File: config.mk
export PLATFORM = sky130hd
export DESIGN_NAME = xbar_frame_serializer_flat
export DESIGN_NICKNAME = d
export VERILOG_FILES = /design/src/rtl/xbar_frame_serializer_pkg.sv /design/src/rtl/xbar_frame_serializer_if.sv /design/src/rtl/xbar_frame_serializer_shift.sv /design/src/rtl/xbar_frame_serializer.sv /design/src/flat_wrapper.sv
export SDC_FILE = /design/constraint.sdc
export NUM_CORES = 1
export LEC_CHECK = 0
export CAP_MARGIN = 20
export CORE_MARGIN = 2
export CORE_UTILIZATION = 45
export CTS_BUF_LIST = sky130_fd_sc_hd__clkbuf_4
export DETAILED_ROUTE_END_ITERATION = 8
export GPL_TIMING_DRIVEN = 0
export PLACE_DENSITY = 0.67
export SKIP_CTS_REPAIR_TIMING = 1
export SYNTH_ARGS = -nofsm -noshare
export SYNTH_HDL_FRONTEND = slang
export SYNTH_HIERARCHICAL = 1
export SYNTH_SLANG_ARGS = --single-unit
File: constraint.sdc
create_clock -name clk -period 3.75 [get_ports clk]
set_input_delay 0.375 -clock clk [delete_from_list [all_inputs] [get_ports clk]]
set_output_delay 0.375 -clock clk [all_outputs]
set_load 0.02 [all_outputs]
File: src/rtl/xbar_frame_serializer_pkg.sv
// Shared types and sizing helpers for the xbar frame serializer.
//   ser_state_e        : transmit FSM states
//   SER_START_BITS_MAX : largest supported start-marker length
//   SER_GAP_MAX        : largest supported idle gap length
//   ser_cnt_w()        : width of the single per-state down-counter
package xbar_pkg;

  typedef enum logic [1:0] {
    IDLE  = 2'd0,
    START = 2'd1,
    DATA  = 2'd2,
    GAP   = 2'd3
  } ser_state_e;

  localparam int SER_START_BITS_MAX = 4;
  localparam int SER_GAP_MAX        = 15;

  // The counter must hold the largest reload of any state. That is
  // START_BITS-1, WIDTH-1 or GAP_CYCLES-1. Sizing it from max(4, WIDTH, 15)
  // keeps one width regardless of which parameters are in use.
  function automatic int ser_cnt_w(input int width);
    int m;
    m = SER_GAP_MAX;
    if (SER_START_BITS_MAX > m) m = SER_START_BITS_MAX;
    if (width > m) m = width;
    return $clog2(m + 1);
  endfunction

endpackage

File: src/rtl/xbar_frame_serializer_if.sv
// Producer-side handshake plus serial line of one serializer port.
//   in_valid / in_ready / parallel_in : word transfer into the holding register
//   serial_out                        : registered serial line, 0 when idle
//   frame_start                       : pulse on the first serial cycle of a frame
//   busy                              : FSM not idle
interface xbar_frame_serializer_if #(
  parameter int WIDTH = 10
);
  logic             in_valid;
  logic             in_ready;
  logic [WIDTH-1:0] parallel_in;
  logic             serial_out;
  logic             frame_start;
  logic             busy;

  modport master (
    output in_valid, parallel_in,
    input  in_ready, serial_out, frame_start, busy
  );

  modport slave (
    input  in_valid, parallel_in,
    output in_ready, serial_out, frame_start, busy
  );
endinterface

File: src/rtl/xbar_frame_serializer_shift.sv
// Load/shift register for one frame's data bits.
//   clk, rst   : clock, synchronous active-high reset
//   load_i     : capture word_i (takes priority over shift_i)
//   shift_i    : advance to the next data bit
//   word_i     : word to capture
//   bit_nxt_o  : data bit that will be presented after this edge
module xbar_ser_shift #(
  parameter int WIDTH     = 10,
  parameter int LSB_FIRST = 0
) (
  input  logic             clk,
  input  logic             rst,
  input  logic             load_i,
  input  logic             shift_i,
  input  logic [WIDTH-1:0] word_i,
  output logic             bit_nxt_o
);

  logic [WIDTH-1:0] sh_q;
  logic [WIDTH-1:0] sh_d;

  always_comb begin
    sh_d = sh_q;
    if (load_i) begin
      sh_d = word_i;
    end else if (shift_i) begin
      sh_d = (LSB_FIRST != 0) ? {1'b0, sh_q[WIDTH-1:1]} : {sh_q[WIDTH-2:0], 1'b0};
    end
  end

  always_ff @(posedge clk) begin
    if (rst) sh_q <= '0;
    else     sh_q <= sh_d;
  end

  // The bit is taken from the next value so the top can register serial_out
  // in the same cycle as the state it belongs to.
  assign bit_nxt_o = (LSB_FIRST != 0) ? sh_d[0] : sh_d[WIDTH-1];

endmodule

File: src/rtl/xbar_frame_serializer.sv
// Parallel-to-serial transmitter for one crossbar output port.
// A one-entry holding register takes words over valid/ready. Each word is sent
// as START_BITS ones, WIDTH data bits, then GAP_CYCLES zeros. A held word
// follows the previous frame with no idle cycle.
//   clk, rst : clock, synchronous active-high reset
//   bus      : slave side of xbar_frame_serializer_if (handshake + serial line)
//
// state | meaning
// IDLE  | no frame in flight, line low
// START | driving start-marker ones
// DATA  | driving data bits from the shifter
// GAP   | driving idle zeros after the data
module xbar_frame_serializer
  import xbar_pkg::*;
#(
  parameter int PACKET_WIDTH = 8,
  parameter int WIDTH        = PACKET_WIDTH + 2,
  parameter int LSB_FIRST    = 0,
  parameter int START_BITS   = 1,
  parameter int GAP_CYCLES   = 0
) (
  input logic               clk,
  input logic               rst,
  xbar_frame_serializer_if.slave bus
);

  localparam int CNT_W = ser_cnt_w(WIDTH);

  localparam logic [CNT_W-1:0] START_LD = (START_BITS > 0) ? CNT_W'(START_BITS - 1) : '0;
  localparam logic [CNT_W-1:0] DATA_LD  = CNT_W'(WIDTH - 1);
  localparam logic [CNT_W-1:0] GAP_LD   = (GAP_CYCLES > 0) ? CNT_W'(GAP_CYCLES - 1) : '0;

  // A frame begins in START unless there is no marker.
  localparam ser_state_e       FIRST_ST = (START_BITS > 0) ? START : DATA;
  localparam logic [CNT_W-1:0] FIRST_LD = (START_BITS > 0) ? START_LD : DATA_LD;

  ser_state_e       state_q, state_d;
  logic [CNT_W-1:0] cnt_q, cnt_d;
  logic             hold_v_q;
  logic [WIDTH-1:0] hold_q;
  logic             serial_q, serial_d;
  logic             fs_q, fs_d;
  logic             load, shift;
  logic             bit_nxt;
  logic             accept;

  assign bus.in_ready    = !hold_v_q && !rst;
  assign accept          = bus.in_valid && bus.in_ready;
  assign bus.serial_out  = serial_q;
  assign bus.frame_start = fs_q;
  assign bus.busy        = (state_q != IDLE);

  always_ff @(posedge clk) begin
    if (rst) begin
      state_q <= IDLE;
      cnt_q   <= '0;
    end else begin
      state_q <= state_d;
      cnt_q   <= cnt_d;
    end
  end

  always_comb begin
    state_d = state_q;
    cnt_d   = cnt_q;
    load    = 1'b0;
    shift   = 1'b0;
    unique case (state_q)
      IDLE: begin
        if (hold_v_q) begin
          state_d = FIRST_ST;
          cnt_d   = FIRST_LD;
          load    = 1'b1;
        end
      end
      START: begin
        if (cnt_q == '0) begin
          state_d = DATA;
          cnt_d   = DATA_LD;
        end else begin
          cnt_d = cnt_q - CNT_W'(1);
        end
      end
      DATA: begin
        if (cnt_q != '0) begin
          shift = 1'b1;
          cnt_d = cnt_q - CNT_W'(1);
        end else if (GAP_CYCLES > 0) begin
          state_d = GAP;
          cnt_d   = GAP_LD;
        end else if (hold_v_q) begin
          state_d = FIRST_ST;
          cnt_d   = FIRST_LD;
          load    = 1'b1;
        end else begin
          state_d = IDLE;
          cnt_d   = '0;
        end
      end
      GAP: begin
        if (cnt_q != '0) begin
          cnt_d = cnt_q - CNT_W'(1);
        end else if (hold_v_q) begin
          state_d = FIRST_ST;
          cnt_d   = FIRST_LD;
          load    = 1'b1;
        end else begin
          state_d = IDLE;
          cnt_d   = '0;
        end
      end
      default: begin
        state_d = IDLE;
        cnt_d   = '0;
      end
    endcase
  end

  // Outputs are registered, so they are decoded from the state being entered.
  always_comb begin
    serial_d = 1'b0;
    fs_d     = load;
    unique case (state_d)
      START:   serial_d = 1'b1;
      DATA:    serial_d = bit_nxt;
      default: serial_d = 1'b0;
    endcase
  end

  always_ff @(posedge clk) begin
    if (rst) begin
      hold_v_q <= 1'b0;
      hold_q   <= '0;
      serial_q <= 1'b0;
      fs_q     <= 1'b0;
    end else begin
      serial_q <= serial_d;
      fs_q     <= fs_d;
      if (accept) begin
        hold_v_q <= 1'b1;
        hold_q   <= bus.parallel_in;
      end else if (load) begin
        hold_v_q <= 1'b0;
      end
    end
  end

  xbar_ser_shift #(
    .WIDTH     (WIDTH),
    .LSB_FIRST (LSB_FIRST)
  ) u_shift (
    .clk       (clk),
    .rst       (rst),
    .load_i    (load),
    .shift_i   (shift),
    .word_i    (hold_q),
    .bit_nxt_o (bit_nxt)
  );

endmodule

File: src/flat_wrapper.sv
// flat-port wrapper written by rule: the top's interface ports become plain ports
module xbar_frame_serializer_flat import xbar_pkg::*;
#(
  parameter int PACKET_WIDTH = 8,
  parameter int WIDTH        = PACKET_WIDTH + 2,
  parameter int LSB_FIRST    = 0,
  parameter int START_BITS   = 1,
  parameter int GAP_CYCLES   = 0
)
  (clk, rst, bus_in_valid, bus_parallel_in, bus_in_ready, bus_serial_out, bus_frame_start, bus_busy);
  xbar_frame_serializer_if #(.WIDTH(WIDTH)) bus_i ();
  input logic clk;
  input logic rst;
  input wire logic [$bits(bus_i.in_valid)-1:0] bus_in_valid;
  input wire logic [$bits(bus_i.parallel_in)-1:0] bus_parallel_in;
  output wire logic [$bits(bus_i.in_ready)-1:0] bus_in_ready;
  output wire logic [$bits(bus_i.serial_out)-1:0] bus_serial_out;
  output wire logic [$bits(bus_i.frame_start)-1:0] bus_frame_start;
  output wire logic [$bits(bus_i.busy)-1:0] bus_busy;
  assign bus_i.in_valid = bus_in_valid;
  assign bus_i.parallel_in = bus_parallel_in;
  assign bus_in_ready = bus_i.in_ready;
  assign bus_serial_out = bus_i.serial_out;
  assign bus_frame_start = bus_i.frame_start;
  assign bus_busy = bus_i.busy;
  xbar_frame_serializer #(.PACKET_WIDTH(PACKET_WIDTH), .WIDTH(WIDTH), .LSB_FIRST(LSB_FIRST), .START_BITS(START_BITS), .GAP_CYCLES(GAP_CYCLES)) u_core (.clk(clk), .rst(rst), .bus(bus_i));
endmodule
==> flow_summary.json <==
{
  "status": "complete, no violations",
  "yosysMostFrequentCell": "dfxtp_1",
  "grt_use_met1_pct": 23.4,
  "holdWs_ns": 0.480,
  "synth_cell_types": 33,
  "p_per_area_mw_per_mm2": 435,
  "antenna_found_initial": 0,
  "post-place-cells": 195,
  "synthTopCellsByCount": "29 x dfxtp_1, 13 x nand2_1, 11 x nand2b_1, 11 x o21ai_0, 10 x nor2b_1",
  "crit_path_frequent_cell": "clkdlybuf4s50_1",
  "synth_area_leaders": "dfxtp_1 43%, mux2i_1 6.7%, nand2b_1 5.1%",
  "port_buffers": 16,
  "met2_usage_pct": 25.7,
  "tns_ns": 0,
  "track_usage_pct": 17.6,
  "cts_tree": "yes",
  "drc": 0,
  "slew_violations": 0,
  "placed_area_mm2": 0.00155,
  "utilization_pct": 57.3,
  "synth_top_area_cell": "dfxtp_1",
  "cts_max_path_buffers": 2,
  "first_global_vias": 1058,
  "drt_iter0_markers": 26,
  "antenna_cells": 0,
  "wl_per_cell_um": 12.5,
  "fp.dieH_um": 58.8,
  "hp-class": "register to register",
  "p_total_mw": 0.699,
  "grt_pass1_wl_um": 4510,
  "rsz0062_at_grt": "false",
  "overflow": 0,
  "cp-start-kind": "input port",
  "synthFlopType": "dfxtp_1",
  "clk_pin_slew_worst_paths_ns": 0.10,
  "insertion_delay_ns": 0.33,
  "start_util_pct": 48.2,
  "yosysTopAreaCellShare_pct": 42.9,
  "ioPinCount": 17,
  "vdd_ir_drop_max_uv": 248,
  "vias_per_cell": 5.25,
  "crit_required_ns": 3.38,
  "async_flop_share_pct": 0,
  "routed_wl_um": 2550,
  "worstPathCellList": "clkdlybuf4s50_1, clkbuf_1, nor2_1, clkdlybuf4s50_1",
  "die_area_mm2": 0.00346,
  "core_mm2": 0.00281,
  "syn-mean-instance-area_um2": 9.14,
  "synth_cells": 148,
  "drv_cap": 0,
  "synth_nets": 165,
  "fin_crit_ns": 2.30,
  "max_slew_margin_pct": 69.1,
  "drtAntennaViolNets": 0,
  "max_freq_mhz": 434,
  "final.period_utilization_pct": 61.4,
  "syn-cell-area_mm2": 0.00135,
  "synth_warnings": 6,
  "root_buffer": "clkbuf_4",
  "via_count": 1066,
  "setup-violations-final": 0,
  "final_cells": 203,
  "drive_gt1_share_pct": 11.0,
  "dr.pass1.iters": 4,
  "grt_max_degree": 11,
  "finClkSkew_ns": 0.00750,
  "busiest_layer": "met2",
  "fin_ws_ns": 1.45,
  "gp_congestion": 0.816,
  "slowest_stage": "clkdlybuf4s50_1",
  "dp_hpwl_um": 1860,
  "post-place-ws_ns": 1.44,
  "cts.sinks": 29,
  "final-hold-violation-count": 0,
  "synth.yosys.seq_area_share_pct": 42.9,
  "use_met3_pct": 6.59,
  "fp-row-count": 19,
  "cts.htree.levels": 2,
  "area_delta_synth_final_pct": 18.8,
  "layout.nets": 188,
  "path_class": "input port to primary output",
  "tightestPinTransition_ns": 0.463,
  "end_kind": "primary output",
  "critPathMaxFanout": 10,
  "finalInstanceArea_mm2": 0.00161,
  "max_stage_delay_ns": 0.55,
  "yosys_register_bits": 29,
  "leakage_nw": 0.584,
  "cts_buffers": 5,
  "synth_edf_count": 0,
  "worstPathArrival_ns": 1.93,
  "die_x_um": 58.8
}
report_power, final:
part	total, mW	switching (mW)	internal, mW
Combinational	0.162	0.0809	0.0808
Sequential	0.357	0.0201	0.337
Clock	0.181	0.110	0.0705
critical path, delay by kind of cell:
family | cells | cell delay (ns)
AND/OR/NAND/NOR | 1 | 0.11
buffers and inverters | 3 | 1.44
sequential cells by signal, indices dropped and copies added (netlist names):
| signal | flops |
|---|---|
| u_core/hold_q | 10 |
| u_core/u_shift/sh_q | 10 |
| u_core/cnt_q | 4 |
| u_core/state_q | 2 |
| u_core/bus.frame_start | 1 |
| u_core/bus.serial_out | 1 |
| u_core/hold_v_q | 1 |
final cells by class:
class / count / area, um2
flip-flops and latches: 29 / 581
well taps: 31 / 38.8
inverters: 6 / 22.5
fillers: 272 / 1200
clock inverters: 3 / 17.5
plain buffers: 9 / 46.3
repair buffers: 16 / 160
clock buffers: 5 / 37.5
multi-input cells: 104 / 703
path summary, 6_finish.rpt:
path / from / to / slack [ns] / depth (start not counted)
min: u_core/hold_q[0]$_SDFFE_PP0P_ / u_core/u_shift/sh_q[0]$_SDFFE_PP0P_ / 0.48 / 2
max: rst / bus_in_ready / 1.45 / 4
max reg2reg: u_core/cnt_q[0]$_SDFFE_PP0P_ / u_core/bus.serial_out$_SDFF_PP0_ / 1.54 / 9
min reg2reg: u_core/hold_q[0]$_SDFFE_PP0P_ / u_core/u_shift/sh_q[0]$_SDFFE_PP0P_ / 0.48 / 2
cell families (layout without fill, tap and decap cells):
kind of cell,count (synthesis),count (layout),share of synthesized area (%)
AO/OA/AOI/OAI,37,37,17.3
adder cells (fa/ha/maj),4,4,3.70
buffers and inverters,15,39,5.09
flip-flops,29,29,42.9
multiplexers,9,9,6.66
AND/OR/NAND/NOR,54,54,24.3
placed cells by master (no fill, tap or decap), drive strengths merged, types with 2 or more instances in the layout:
cell type,n
o21bai,2
nor3,2
nand3,2
dfxtp,29
a21oi,9
nor2,3
clkinv,2
o21ai,11
or3,3
clkdlybuf4s50,16
clkbuf,9
a211oi,9
inv,6
nor2b,10
nand2,13
nor3b,4
mux2i,9
or3b,2
ha,4
nand2b,11
buf,5
routing by layer:
metal,vias up,share of wire (%)
li1,563,-
met1,476,49
met2,25,45
met3,2,5.1
met4,0,0.86
met5,-,0
Power figures use the tool's default switching activity.
==> RTL edit 1 (config.mk and constraints unchanged) <==
Re-encode `ser_state_e` (4 states) as one-hot, 4 bits wide.
--- a/src/rtl/xbar_frame_serializer_pkg.sv
+++ b/src/rtl/xbar_frame_serializer_pkg.sv
@@ -6,9 +6,9 @@
 package xbar_pkg;
 
-  typedef enum logic [1:0] {
-    IDLE  = 2'd0,
-    START = 2'd1,
-    DATA  = 2'd2,
-    GAP   = 2'd3
+  typedef enum logic [3:0] {
+    IDLE  = 4'b0001,
+    START = 4'b0010,
+    DATA  = 4'b0100,
+    GAP   = 4'b1000
   } ser_state_e;
 
Check against the original RTL: same outputs for any inputs over 10 cycles, from zero or initial values and one cycle with rst high; not proved beyond that.
==> RTL edit 1 against the unedited design <==
- total power fell by 0.48%
- combinational power fell by 22%
- area after synthesis rose by 9.5%
- cell count rose by 15%
- final area rose by 9.2%
- sequential cell count rose by 2
- worst setup slack got worse by 190 ps
- global-route usage rose by 0.14 points
- wire length rose by 8.5%
- largest cell class unchanged
- largest power group unchanged
- highest routed layer unchanged
==> RTL edit 1: results (changes against the unedited design) <==
outcome: "completed"
ys_async_sr_fraction_pct: 0  # unchanged
hold_depth: 2  # unchanged
stdcell_count: 233  # +15%
pg_clk_uw: 195  # +8%
critPathMaxFanout: 8  # -2
vdd_drop_max_mv: 0.251  # +1.5%
cp.arrival_ps: 2120  # +190 ps
dp_hpwl_um: 2040  # +9.4%
grt_pass1_vias: 1128  # +6.6%
vias: 1200  # +13%
synth_cells: 165  # +11%
powerSeq_uw: 374  # +5%
cts_buffers: 5  # unchanged
leakage_nw: 0.624  # +6.9%
total_power_uw: 696  # -0.48%
cts_max_level: 2  # unchanged
gr-usage-all-layers_pct: 17.7  # +0.14 points
crit_family: "simple AND/OR/NAND/NOR gates"
drive_gt1_share_pct: 12.2  # +1.1 points
syn_nets: 179  # +8.5%
r2r_cells: 11  # +2
diodes: 0  # unchanged
critPathMaxStageDelay_ps: 540
place_congestion: 0.823  # +0.94%
clk_pin_slew_ps: 90
portBuffers: 16  # unchanged
clock_path_buffers: 2  # unchanged
p_sw_uw: 190  # -10%
fin_skew_ps: 3.68  # -3.83 ps
hold_class: "reg2reg"
post_drt_wl_per_cell_um: 11.9  # -5.5%
grt_pass1_wl_um: 4830  # +7.2%
reg.largest.list: "u_core/hold_q (10), u_core/u_shift/sh_q (10)"
firstDrtPassIters: 4  # unchanged
cts-root-buf: "clkbuf_4"
worstMarginPinSlew_ps: 473  # +10.1 ps
dr.first_iter.drc_count: 54  # +110%
ys_types: 40  # +21%
nNetsFinal: 202  # +7.4%
grt_max_degree: 11  # unchanged
synthFlopType: "dfxtp_1"
clk_latency_ps: 320
synthTopCellsByCount: "dfxtp_1 (31), nand2_1 (15), nand2b_1 (13)"
synth_area_leaders: "dfxtp_1 (42%), mux2i_1 (6.1%), nand2b_1 (5.5%)"
cp_slowest_cell: "clkdlybuf4s50_1"
synth-warning-count: 6  # unchanged
synth.yosys.seq_area_share_pct: 41.9  # -1.0 points
antenna_found_initial: 0  # unchanged
## RTL edit 1: cell count changes after synthesis, sizes merged, moves of 3 or more
cell,before,now
ha,4,1
nor2,3,11
nor4,1,4
o31ai,1,4
or3,3,0
## RTL edit 1: per-stage QoR
stage          setup slack, ps  cell area [um2]  hold WS (ps)
2_1_floorplan             1610             1480           440
3_3_place_gp              1330             1700           456
3_5_place_dp              1320             1700           464
4_1_cts                   1230             1750           480
5_1_grt                   1160             1750           506
6_report                  1260             1750           475
## RTL edit 1: final cells by class
class | instances | area (um2)
plain buffers | 9 | 43.8
clock buffers | 7 | 52.6
clock inverters | 1 | 5.00
fillers | 295 | 1350
inverters | 5 | 18.8
multi-input cells | 120 | 798
flip-flops and latches | 31 | 621
well taps | 44 | 55.1
repair buffers | 16 | 160
## RTL edit 1: layer usage
layer	wire [um]	vias up	track usage (%)
met2	1280	28	28.0
met1	1300	540	21.8
li1	-	626	-
met3	130	6	4.83
met5	0	-	0
met4	46	0	10.0
## RTL edit 1: path summary, 6_finish.rpt
| kind | slack (ps) | end | startpoint |
|---|---|---|---|
| setup / recovery | 1260 | bus_busy | u_core/state_q[0] |
| hold reg to reg | 480 | u_core/hold_q[4] | u_core/hold_q[4] |
| hold / removal | 480 | u_core/hold_q[4] | u_core/hold_q[4] |
| setup reg to reg | 1290 | u_core/bus.serial_out | u_core/cnt_q[0] |
## RTL edit 1: kinds of logic (layout without fill, tap and decap cells)
kind of cell	Yosys count	after routing	share of synthesized area, %
and+or+nand+nor	69	69	28.0
AOI/OAI and AO/OA	40	40	18.4
DFF	31	31	41.9
buffers and inverters	14	38	4.22
muxes	9	9	6.08
adders and majority gates	1	1	0.844
xor gates and xnor gates	1	1	0.591
==> RTL edit 2 (same flow settings) <==
Without the edit above. `PACKET_WIDTH` is set to 8 in 2 places; all go to 6.
--- a/src/rtl/xbar_frame_serializer.sv
+++ b/src/rtl/xbar_frame_serializer.sv
@@ -14,5 +14,5 @@
   import xbar_pkg::*;
 #(
-  parameter int PACKET_WIDTH = 8,
+  parameter int PACKET_WIDTH = 6,
   parameter int WIDTH        = PACKET_WIDTH + 2,
   parameter int LSB_FIRST    = 0,
--- a/src/flat_wrapper.sv
+++ b/src/flat_wrapper.sv
@@ -2,5 +2,5 @@
 module xbar_frame_serializer_flat import xbar_pkg::*;
 #(
-  parameter int PACKET_WIDTH = 8,
+  parameter int PACKET_WIDTH = 6,
   parameter int WIDTH        = PACKET_WIDTH + 2,
   parameter int LSB_FIRST    = 0,
Interface: changed (resized bus_parallel_in); port bits go from 17 to 15. No check against the original RTL was run, so the function may have changed too.
==> RTL edit 2 against the unedited design <==
- worst setup slack gained 96 ps
- sequential power shrank 14%
- wire length shrank 13%
- final area shrank 15%
- register-to-register slack gained 90 ps
- sequential share of layout area grew 0.63 points
- non-clock buffer count shrank 4
- area after synthesis shrank 14%
- sequential cell count shrank 4
- total power shrank 18%
- largest power group unchanged
==> RTL edit 2: results (changes against the unedited design) <==
p_sw_uw: 175  # -17%
vdd_drop_max_mv: 0.283  # +14%
synth_area_leaders: "dfxtp_1 (43%), mux2i_1 (6.9%), nand2_1 (6.4%)"
r2r_cells: 7  # -2
r2r-start: "u_core/cnt_q[0]"
clk_latency_ps: 310  # -20 ps
dp_hpwl_um: 1640  # -12%
place_congestion: 0.765  # -6.3%
hold_ws_ps: 402  # -78.3 ps
vias: 964  # -9.6%
place_inst: 176  # -9.7%
place_area_um2: 1330  # -14%
drive_gt1_share_pct: 8.00  # -3.0 points
max_freq_mhz: 453  # +4.3%
fin_skew_ps: 6.15  # -1.35 ps
grt_max_degree: 15  # +4
cts_max_level: 1  # -1
portBuffers: 13  # -3
leakage_nw: 0.506  # -13%
fillers: 258  # -5.1%
synthTopCellsByCount: "dfxtp_1 (25), nand2_1 (20), a21oi_1 (14)"
reg.largest.list: "u_core/hold_q (8), u_core/u_shift/sh_q (8), u_core/cnt_q (4)"
ys_types: 33  # unchanged
place_ws_ps: 1630  # +183 ps
worstMarginPinSlew_ps: 631  # +168 ps
cts_buffers: 3  # -2
outcome: "completed"
hold_class: "in2reg"
nNetsFinal: 166  # -12%
ys_async_sr_fraction_pct: 0  # unchanged
min-delay-start: "rst"
post_drt_wl_per_cell_um: 12.3  # -1.8%
synth.yosys.seq_area_share_pct: 42.9  # about the same
grt_overflow: 0  # unchanged
syn_nets: 148  # -10%
grt_pass1_wl_um: 3620  # -20%
clk_pin_slew_ps: 140  # +40 ps
hold_depth: 2  # unchanged
clock_path_buffers: 2  # unchanged
cp.arrival_ps: 1830  # -100 ps
dr.first_iter.drc_count: 10  # -62%
wl_um: 2220  # -13%
worstSetupEndpoint: "bus_busy"
gr-usage-all-layers_pct: 16.9  # -0.64 points
synth_cells: 133  # -10%
pwr_density_cell_nw_per_um2: 422  # -3.0%
cts-root-buf: "clkbuf_4"
grt_pass1_vias: 829  # -22%
crit_start: "u_core/state_q[1]"
## RTL edit 2: cell count changes in the layout (fill, tap and decap cells not counted), sizes merged, moves of 2 or more
cell | unedited run | this run
a211oi | 9 | 7
nor3b | 4 | 1
o21bai | 2 | 0
dfxtp | 29 | 25
a31oi | 0 | 3
a21oi | 9 | 14
o21ai | 11 | 1
clkdlybuf4s50 | 16 | 13
nor2 | 3 | 6
nand2 | 13 | 20
nand2b | 11 | 1
clkbuf | 9 | 6
## RTL edit 2: worst max-delay path, stage by stage, from the launching register on
cell and delay (ps):
dfxtp_1 320, buf_2 170, nor2_1 420, inv_1 80
clkdlybuf4s50_1 550
## RTL edit 2: per-layer routing
| layer | GRT usage (%) | routed length [um] |
|---|---|---|
| met3 | 2.69 | 68 |
| met5 | 0 | 0 |
| met2 | 23.0 | 986 |
| met4 | 9.35 | 15 |
| met1 | 25.1 | 1150 |
## RTL edit 2: logic make-up (layout without fill, tap and decap cells)
logic type	Yosys count	in the layout	synth area share [%]
flops	25	25	42.9
mux	8	8	6.87
buf+inv	15	32	5.79
fa+ha+maj	4	4	4.29
simple gates	52	52	24.1
compound gates	29	29	16.0
## RTL edit 2: power groups by stage
stage               registers (mW)  clock network, mW  logic, mW
floorplan                    0.308                  0      0.111
global placement             0.310                  0      0.147
detailed placement           0.311                  0      0.151
CTS                          0.306              0.125      0.152
global route                 0.310              0.136      0.168
finish                       0.306              0.118      0.151
## RTL edit 2: layout make-up
class | count | area (um2) | area share [%]
clock inverters | 1 | 5.00 | 0.368
well taps | 30 | 37.5 | 2.76
inverters | 7 | 26.3 | 1.93
repair buffers | 13 | 130 | 9.56
clock buffers | 3 | 22.5 | 1.65
plain buffers | 8 | 41.3 | 3.03
flip-flops and latches | 25 | 500 | 36.8
multi-input cells | 93 | 598 | 43.9
